--- config.mk ---
export PLATFORM = sky130hd
export DESIGN_NAME = elevator_ctrl
export DESIGN_NICKNAME = d
export VERILOG_FILES = /design/src/rtl/elevator_ctrl.sv
export SDC_FILE = /design/constraint.sdc
export NUM_CORES = 1
export LEC_CHECK = 0
export ABC_CLOCK_PERIOD_IN_PS = 5700
export BUFFER_PORTS_ARGS = -buffer_cell sky130_fd_sc_hd__buf_2
export CORE_MARGIN = 10
export CORE_UTILIZATION = 50
export DETAILED_ROUTE_END_ITERATION = 7
export GPL_ROUTABILITY_DRIVEN = 0
export PLACE_DENSITY = 0.81
export SLEW_MARGIN = 10
export SYNTH_ARGS = -nofsm -noshare
export SYNTH_HDL_FRONTEND = slang
export SYNTH_SLANG_ARGS = --single-unit
--- constraint.sdc ---
create_clock -name clk -period 5.7 [get_ports clk]
set_input_delay 0.57 -clock clk [delete_from_list [all_inputs] [get_ports clk]]
set_output_delay 0.57 -clock clk [all_outputs]
set_load 0.03 [all_outputs]
--- src/rtl/elevator_ctrl.sv ---
// SCAN-order elevator controller: latches floor calls, steps the car one floor per
// timed MOVE, and holds the door for a reloadable dwell.
module elevator_ctrl #(
  parameter int FLOORS      = 4,
  parameter int MOVE_CYCLES = 4,
  parameter int DOOR_CYCLES = 3
) (
  input  logic              clk,
  input  logic              rst,
  input  logic [FLOORS-1:0] button,
  output logic [FLOORS-1:0] floor,
  output logic [FLOORS-1:0] pending,
  output logic              dir_up,
  output logic              moving,
  output logic              door_open
);

  localparam int TMAX = (MOVE_CYCLES > DOOR_CYCLES) ? MOVE_CYCLES : DOOR_CYCLES;
  localparam int TW   = $clog2(TMAX + 1);

  localparam logic [TW-1:0] T_MOVE = TW'(MOVE_CYCLES);
  localparam logic [TW-1:0] T_DOOR = TW'(DOOR_CYCLES);
  localparam logic [TW-1:0] T_ONE  = TW'(1);

  typedef enum logic [1:0] {
    S_IDLE,
    S_MOVE,
    S_DOOR
  } state_t;

  state_t            state_q, state_d;
  logic [FLOORS-1:0] floor_q, floor_d;
  logic [FLOORS-1:0] pend_q,  pend_d;
  logic              dir_q,   dir_d;
  logic [TW-1:0]     timer_q, timer_d;

  logic [FLOORS-1:0] below_mask;
  logic [FLOORS-1:0] above_mask;
  logic              req_here;
  logic              req_above;
  logic              req_below;
  logic              btn_here;
  logic              clr_here;

  // One-hot minus one gives every bit strictly below the car.
  assign below_mask = floor_q - FLOORS'(1);
  assign above_mask = ~(floor_q | below_mask);

  assign req_here  = |(pend_q & floor_q);
  assign req_above = |(pend_q & above_mask);
  assign req_below = |(pend_q & below_mask);
  assign btn_here  = |(button & floor_q);

  always_comb begin
    state_d  = state_q;
    floor_d  = floor_q;
    dir_d    = dir_q;
    timer_d  = timer_q;
    clr_here = 1'b0;

    unique case (state_q)
      S_IDLE: begin
        if (req_here) begin
          state_d  = S_DOOR;
          timer_d  = T_DOOR;
          clr_here = 1'b1;
        end else if (req_above && (dir_q || !req_below)) begin
          dir_d   = 1'b1;
          state_d = S_MOVE;
          timer_d = T_MOVE;
        end else if (req_below) begin
          dir_d   = 1'b0;
          state_d = S_MOVE;
          timer_d = T_MOVE;
        end
      end

      S_MOVE: begin
        if (timer_q == T_ONE) begin
          floor_d = dir_q ? (floor_q << 1) : (floor_q >> 1);
          state_d = S_IDLE;
          timer_d = '0;
        end else begin
          timer_d = timer_q - T_ONE;
        end
      end

      S_DOOR: begin
        clr_here = 1'b1;
        if (btn_here) begin
          timer_d = T_DOOR;
        end else if (timer_q == T_ONE) begin
          state_d = S_IDLE;
          timer_d = '0;
        end else begin
          timer_d = timer_q - T_ONE;
        end
      end

      default: begin
        state_d = S_IDLE;
        timer_d = '0;
      end
    endcase

    // The current floor's call is absorbed on entry to DOOR and for as long as the door is open.
    pend_d = pend_q | button;
    if (clr_here) begin
      pend_d = pend_d & ~floor_q;
    end
  end

  always_ff @(posedge clk or posedge rst) begin
    if (rst) begin
      state_q <= S_IDLE;
      floor_q <= FLOORS'(1);
      pend_q  <= '0;
      dir_q   <= 1'b1;
      timer_q <= '0;
    end else begin
      state_q <= state_d;
      floor_q <= floor_d;
      pend_q  <= pend_d;
      dir_q   <= dir_d;
      timer_q <= timer_d;
    end
  end

  assign floor     = floor_q;
  assign pending   = pend_q;
  assign dir_up    = dir_q;
  assign moving    = (state_q == S_MOVE);
  assign door_open = (state_q == S_DOOR);

endmodule

==> impl_metrics.tcl, run 1 <==
set metrics [dict create \
    status "completed" \
    synthTopCellsByCount "12 x dfrtp_1, 10 x ha_1, 10 x inv_1, 6 x nand2_1, 6 x nor2_1" \
    cts_sinks 14 \
    cts_tree "yes" \
    postLayoutCellArea_mm2 0.00103 \
    finalPower_uw 312 \
    p_sw_uw 113 \
    slowest_delay_ps 450 \
    cts_buffers 3 \
    n_fill_cell 143 \
    grt_max_degree 15 \
    die_y_um 62.0 \
    worst_pin_slew_ps 548 \
    syn_nets 108 \
    yosys_warnings 0 \
    hp-class "input port to async pin" \
    setup_violations 0 \
    final_antenna_net_count 0 \
    fp.dieW_um 62.0 \
    antenna_found_initial 0 \
    gr-usage-all-layers_pct 12.1 \
    grt_pass1_vias 794 \
    ff2ff_path_depth 8 \
    hold_buffers 0 \
    critical_path_class "flop to flop" \
    wl_um 2070 \
    drt_drc_violations_left 0 \
    ir_drop_v 0.000194 \
    cts_setup_buffers 0 \
    ys_types 30 \
    fin_crit_sh_pct 40.9 \
    yosysTopAreaCellShare_pct 34.0 \
    worst_path_max_delay_cell "dfrtp_1" \
    fin_crit_ps 2330 \
    rows 15 \
    core-area_mm2 0.00171 \
    worst_hold_slack_ps 310 \
    required_ps 5880 \
    slew_viol_final 0 \
    path_max_fanout 7 \
    drt_iter0_markers 20 \
    max_cap_viol_count 0 \
    power_frac_seq_pct 40.0 \
    setup-tns-final_ps 0 \
    p_int_uw 199 \
    fmax_mhz 429 \
    cp-end-kind "flop" \
    p_clk_share_pct 23.7 \
    syn-cell-area_um2 883 \
    rsz0062_at_grt "no" \
    place_hpwl_um 1640 \
    start_kind "flop" \
    synth-main-ff-cell "dfrtp_1" \
    ys_seq_area_share_pct 39.9 \
    grt-ovfl-total 0 \
    port_buffers 16 \
    final_layout_size_suffix_gt1_share_pct 22.5 \
    synth_area_leaders "dfrtp_1 34%, ha_1 14%, dfstp_2 5.9%" \
    antenna_cells 0 \
    switching_share_pct 36.3 \
    vias 784 \
    first_pass_iters 4 \
    start_util_pct 51.7 \
    avgSynthCellArea_um2 9.60 \
    ys_ff_latch 14 \
    pin_count 17 \
    synth-async-reset-ratio_pct 100 \
    p_leak_uw 0.000452 \
    slew_headroom_pct 63.4 \
    hold_violations 0 \
    synth_edf_count 0 \
    root_buffer "clkbuf_4" \
    grt_pass1_wl_um 3490 \
    fin_nets 128 \
    cts.reportedPaths.clkPinSlew_ps 90 \
    pwr-share-comb_pct 36.3 \
    place_area_um2 991 \
    synth_top_area_cell "dfrtp_1" \
    syn2layout_area_growth_pct 16.3 \
    insertion_delay_ps 290 \
    powerDensity_mw_per_mm2 304 \
    clockBufferDepth 2 \
    worstPathArrival_ps 2510 \
    yosysMostFrequentCell "dfrtp_1" \
    avgRoutedWirePerCell_um 15.2 \
    skew_ps 5.29 \
    ctsHtreeMaxLevel 1 \
    post_cts_resized 0 \
    crit_chain "inv_1 > ha_1 > inv_1 > ha_1 > a222oi_1 > nand4_1 > o211ai_2 > mux2_1" \
    via_per_inst 5.76 \
    die_area_mm2 0.00385 \
    syn_inst 92 \
]
registers in the layout, summed over array words and instances (netlist names):
| signal | count |
|---|---|
| state_q | 2 |
| pending | 4 |
| dir_up | 1 |
| timer_q | 3 |
| floor | 4 |
layout make-up:
cell class | instances | area, µm² | share of cell area [%]
timing repair buffer | 16 | 80.1 | 7.80
inverter | 10 | 37.5 | 3.65
sequential | 14 | 353 | 34.3
multi-input combinational | 67 | 489 | 47.6
clock buffer | 4 | 36.3 | 3.53
tap | 25 | 31.3 | 3.05
final timing paths:
kind                       startpoint    endpoint  slack (ps)
max                          floor[1]  state_q[1]        3370
min                               rst  timer_q[2]         310
max reg2reg                  floor[1]  state_q[1]        3370
min reg2reg                timer_q[1]  timer_q[1]         510
max in group asynchronous         rst    floor[0]        5020
min in group clk           timer_q[1]  timer_q[1]         510
critical path, delay by kind of cell (launching register included):
family | cells | cell delay [ps]
mux | 1 | 340
simple gates | 1 | 250
fa+ha+maj | 2 | 330
compound gates | 2 | 670
flops | 1 | 450
buf+inv | 2 | 180
cell usage in the layout (no fill, tap or decap), types with 2 or more instances in the layout:
cell type  netlist  routed
a21oi_1          5       5
ha_1            10      10
buf_2            0      16
nand2_1          6       6
nand2b_1         3       3
dfstp_2          2       2
a21boi_0         2       2
nand3_1          2       2
mux2i_1          2       2
o2bb2ai_1        3       3
nor2_1           6       6
o21ai_0          5       5
inv_1           10      10
a22oi_1          5       5
clkbuf_4         0       3
dfrtp_1         12      12
nor3_1           4       4
metrics by stage:
step / cells / setup WS [ps] / util [%]
2_1_floorplan: 92 / 3510 / -
3_3_place_gp: 132 / 3510 / 58.0
3_5_place_dp: 132 / 3410 / 58.0
4_1_cts: 136 / 3390 / 60.1
5_1_grt: 136 / 3210 / 60.1
6_report: 136 / 3370 / 60.1
power by group through the flow:
stage	logic (µW)	clock network [µW]	registers, µW
4_1_cts	115	73.5	125
3_3_place_gp	109	0	126
6_report	113	74.0	125
3_5_place_dp	112	0	128
5_1_grt	131	78.5	127
2_1_floorplan	89.4	0	125
logic make-up (layout without fill, tap and decap cells):
group,Yosys count,after routing,synth area share [%]
xor gates and xnor gates,1,1,0.992
muxes,3,3,3.54
adders and majority gates,10,10,14.2
AOI/OAI and AO/OA,28,28,23.2
buffers and inverters,11,30,4.67
DFF,14,14,39.9
and+or+nand+nor,25,25,13.5
routing by layer:
metal  share of wire [%]  GRT usage (%)
met4                 2.8           7.96
met3                 5.3           2.85
met5                   0              0
met2                  50           20.6
met1                  42           13.0
Note: power is estimated with default switching activity, not from simulation.
==> inputs of run 2 (changes only) <==
- ABC_CLOCK_PERIOD_IN_PS: 5700 -> 2050
- CORE_UTILIZATION: 50 -> 48
- PLACE_DENSITY: 0.81 -> 0.82
- clock period: 5.7 -> 2.05 ns (I/O delays scaled with it)
==> impl_metrics.tcl, run 2 (synthesized netlist as in run 1, its figures left out) <==
set metrics [dict create \
    cts_sinks 14 \
    path_max_fanout 2 \
    first_pass_iters 4 \
    grt_max_degree 15 \
    timing.rr.start "floor[1]" \
    critical_path_class "flop to flop" \
    cts.reportedPaths.clkPinSlew_ps 90 \
    root_buffer "clkbuf_4" \
    p_leak_uw 0.000509 \
    start_util_pct 50.6 \
    worst_pin_slew_ps 571 \
    power_frac_seq_pct 39.5 \
    core-area_mm2 0.00175 \
    reg2reg_slack_ps 30 \
    place_hpwl_um 1720 \
    final_antenna_net_count 0 \
    wl_met2_um 1100 \
    avgRoutedWirePerCell_um 15.8 \
    pre_cts_ws_ps -23.5 \
    p_int_uw 568 \
    hold_path_end "pending[3]" \
    cp-end-kind "flop" \
    seqCellArea_um2 354 \
    rsz0062_at_grt "yes" \
    final_layout_size_suffix_gt1_share_pct 36.7 \
    fin_crit_ps 2020 \
    worst_hold_slack_ps 178 \
    hp-start "button[3]" \
    grt_pass1_wl_um 3840 \
    routed.top_layer "met4" \
    port_buffers 16 \
    ctsHtreeMaxLevel 1 \
    pin_count 17 \
    start_kind "flop" \
    ff2ff_path_depth 8 \
    die_y_um 62.9 \
    layout.cells.most_common_list "16 x buf_2, 11 x dfrtp_1, 7 x inv_1, 7 x ha_1, 7 x buf_4" \
    rows 15 \
    worstPathArrival_ps 2190 \
    p_sw_uw 324 \
    met3_length_um 106 \
    fin_crit_sh_pct 98.7 \
    die_area_mm2 0.00396 \
    antenna_cells 0 \
    antenna_found_initial 0 \
    mostFrequentLayoutCell "buf_2" \
    grt-ovfl-total 0 \
    setup_violations 0 \
    fin_nets 137 \
    powerDensity_mw_per_mm2 777 \
    slew_headroom_pct 61.9 \
    required_ps 2220 \
    clockBufferDepth 2 \
    holdPathStages 3 \
    hp-class "input port to flop" \
    place_area_mm2 0.00104 \
    skew_ps 9.44 \
    rr_endpoint "state_q[1]" \
    ir_drop_v 0.000530 \
    vias 796 \
    cts_buffers 3 \
    slew_viol_final 0 \
    finalPower_uw 892 \
    via_per_inst 5.49 \
    postLayoutCellArea_mm2 0.00115 \
    cts_tree "yes" \
    switching_share_pct 36.3 \
    fp.dieW_um 62.9 \
    p_clk_share_pct 22.9 \
    drt_drc_violations_left 0 \
    final.setup.worst_slack_ps 27.3 \
    pwr-share-comb_pct 37.6 \
    wl_um 2290 \
    max_cap_viol_count 0 \
    hold_violations 0 \
    syn2layout_area_growth_pct 29.9 \
    wl_met1_um 1030 \
    fin_util_pct 65.7 \
    status "completed" \
    drt_iter0_markers 19 \
    n_fill_cell 149 \
    insertion_delay_ps 290 \
    gr-usage-all-layers_pct 11.9 \
    multiInputGateArea_um2 534 \
    grt_pass1_vias 841 \
    fmax_mhz 494 \
]
run 2: cell types whose count changed in the layout (fill, tap and decap cells not counted), sizes merged:
cell	before	now
buf	16	24
dlygate4sd3	0	1
run 2: how the worst max path moves through the flow:
stage / from / endpoint / slack (ps) / depth (start not counted)
finish: floor[1] / state_q[1] / 30 / 8
global placement: floor[1] / state_q[1] / 30 / 8
CTS: floor[1] / state_q[1] / 20 / 8
global route: floor[1] / state_q[1] / -60 / 8
detailed placement: floor[1] / state_q[1] / -20 / 8
floorplan: floor[0] / state_q[1] / -100 / 8
run 2: stage by stage:
| step | TNS, ps | instances |
|---|---|---|
| final | 0 | 145 |
| after global routing | -87.5 | 145 |
| after CTS | 0 | 145 |
| after detailed placement | -23.5 | 138 |
| after global placement | 0 | 138 |
| after floorplan | -95.2 | 92 |
run 2: layout make-up:
| type | instances | area share, % |
|---|---|---|
| Sequential cell | 14 | 30.9 |
| Multi-Input combinational cell | 67 | 46.6 |
| Timing Repair Buffer | 25 | 13.4 |
| Inverter | 10 | 3.27 |
| Clock buffer | 4 | 3.16 |
| Tap cell | 25 | 2.73 |
run 2: power by group through the flow:
| stage | Combinational, µW | Sequential (µW) | Clock [µW] |
|---|---|---|---|
| after CTS | 352 | 351 | 207 |
| after floorplan | 249 | 346 | 0 |
| after global placement | 301 | 351 | 0 |
| final | 335 | 352 | 204 |
| after detailed placement | 314 | 355 | 0 |
| after global routing | 385 | 357 | 217 |
run 2: timing repair:
action	in CTS	in global routing
hold buffers	1	0
hold endpoints to repair	12	0
pin swaps	3	2
resized for setup	3	7
setup buffers	2	1
setup endpoints to repair	4	5
run 2: critical path, cell delays in order (launching register included):
cell and delay (ps):
dfrtp_2 420, inv_2 90, ha_4 130, inv_2 40
ha_4 140, a222oi_1 360, nand4_1 200, o211ai_2 220
mux2_4 320
run 2: routing by layer:
metal | global-route usage (%) | vias to the layer above
li1 | - | 390
met1 | 13.6 | 377
met2 | 19.0 | 22
met3 | 3.41 | 7
met4 | 6.98 | 0
met5 | 0 | -
==> inputs of run 3 (changes only) <==
--- a/constraint.sdc
+++ b/constraint.sdc
@@ -3,2 +3,2 @@
 set_output_delay 0.205 -clock clk [all_outputs]
-set_load 0.03 [all_outputs]
+set_load 0.05 [all_outputs]
==> impl_metrics.tcl, run 3 (synthesized netlist as in run 1, its figures left out) <==
set metrics [dict create \
    status "finished with violations" \
    violations "setup timing" \
    reg2reg_slack_ps -30 \
    final_layout_size_suffix_gt1_share_pct 34.2 \
    worst_hold_slack_ps 180 \
    fin_crit_ps 2080 \
    cts_buffers 3 \
    path_max_fanout 2 \
    required_ps 2230 \
    fp.dieW_um 62.9 \
    place_hpwl_um 1660 \
    finalPower_uw 902 \
    fin_crit_sh_pct 101 \
    power_frac_seq_pct 38.9 \
    grt_max_degree 15 \
    fmax_mhz 482 \
    fin_util_pct 64.8 \
    hp-class "input port to flop" \
    hold_violations 0 \
    p_leak_uw 0.000503 \
    first_pass_iters 4 \
    pin_count 17 \
    holdPathStages 3 \
    cts_sinks 14 \
    core-area_mm2 0.00175 \
    final.setup.worst_slack_ps -25.3 \
    gr-usage-all-layers_pct 10.7 \
    port_buffers 16 \
    worst_pin_slew_ps 543 \
    slew_headroom_pct 63.7 \
    fin_nets 137 \
    ff2ff_path_depth 8 \
    max_cap_viol_count 0 \
    antenna_cells 0 \
    postLayoutCellArea_mm2 0.00113 \
    setup-tns-final_ps -25.3 \
    insertion_delay_ps 290 \
    final_antenna_net_count 0 \
    die_area_mm2 0.00396 \
    grt-ovfl-total 0 \
    critical_path_class "flop to flop" \
    p_sw_uw 334 \
    rows 15 \
    p_clk_share_pct 22.7 \
    grt_pass1_vias 795 \
    skew_ps 3.59 \
    powerDensity_mw_per_mm2 797 \
    ir_drop_v 0.000539 \
    die_y_um 62.9 \
    clockBufferDepth 2 \
    grt_pass1_wl_um 3550 \
    cts_tree "yes" \
    cp-end-kind "flop" \
    pwr-share-comb_pct 38.4 \
    cts.reportedPaths.clkPinSlew_ps 90 \
    switching_share_pct 37.0 \
    root_buffer "clkbuf_4" \
    slew_viol_final 0 \
    start_util_pct 50.6 \
    mostFrequentLayoutCell "buf_2" \
    drt_iter0_markers 29 \
    met1_usage_pct 11.5 \
    syn2layout_area_growth_pct 28.0 \
    start_kind "flop" \
    grt_use_met3_pct 3.23 \
    top_usage_layer "met2" \
    avgRoutedWirePerCell_um 14.7 \
    use_met2_pct 19.0 \
    via_per_inst 5.48 \
    p_int_uw 568 \
    worstPathArrival_ps 2250 \
    place_area_mm2 0.00106 \
    layout.cells.most_common_list "16 x buf_2, 10 x dfrtp_1, 9 x ha_1" \
    drt_drc_violations_left 0 \
    setup_violations 1 \
    antenna_found_initial 0 \
    vias 795 \
    wl_um 2130 \
    rsz0062_at_grt "yes" \
    ctsHtreeMaxLevel 1 \
]
## run 3: timing repair
action                                 in CTS  in global routing
endpoints found under the hold margin      12                  0
setup endpoints to repair                   4                  5
pin swaps                                   3                  1
setup buffers                               1                  1
resized for setup                           3                  0
hold buffers                                1                  0
## run 3: final timing paths
path,end,startpoint
worst max-delay path,state_q[1],floor[0]
max in group asynchronous,floor[1],rst
worst min-delay path,pending[0],button[0]
worst max register to register,state_q[1],floor[0]
min in group asynchronous,timer_q[0],rst
worst min register to register,timer_q[1],timer_q[1]
## run 3: power groups by stage
stage,Sequential (µW),Combinational (µW),Clock [µW]
6_report,351,346,205
5_1_grt,356,390,222
4_1_cts,351,348,212
3_5_place_dp,356,323,0
3_3_place_gp,352,315,0
2_1_floorplan,346,265,0
## run 3: metrics by stage
stage	cells	setup slack (ps)
finish	145	-25.3
global route	145	-116
CTS	144	-15.1
detailed placement	138	-65.2
global placement	138	0.431
floorplan	92	-129
## run 3: layout make-up
class,instances,area [µm²]
inverter,10,40.0
sequential,14,359
clock buffer,4,36.3
timing repair buffer,25,150
tap,25,31.3
multi-input combinational,67,514
fill,158,614
## run 3: routing by layer
layer	vias up	routed length (µm)
li1	390	-
met1	380	925
met2	20	1050
met3	5	117
met4	0	31
met5	-	0
## run 3: worst max-delay path, cell delays in order (launching register included)
cell      delay (ps)
dfstp_4          480
inv_4             60
ha_4             100
inv_1             40
ha_1             170
a222oi_1         400
nand4_1          190
o211ai_2         220
mux2_4           320
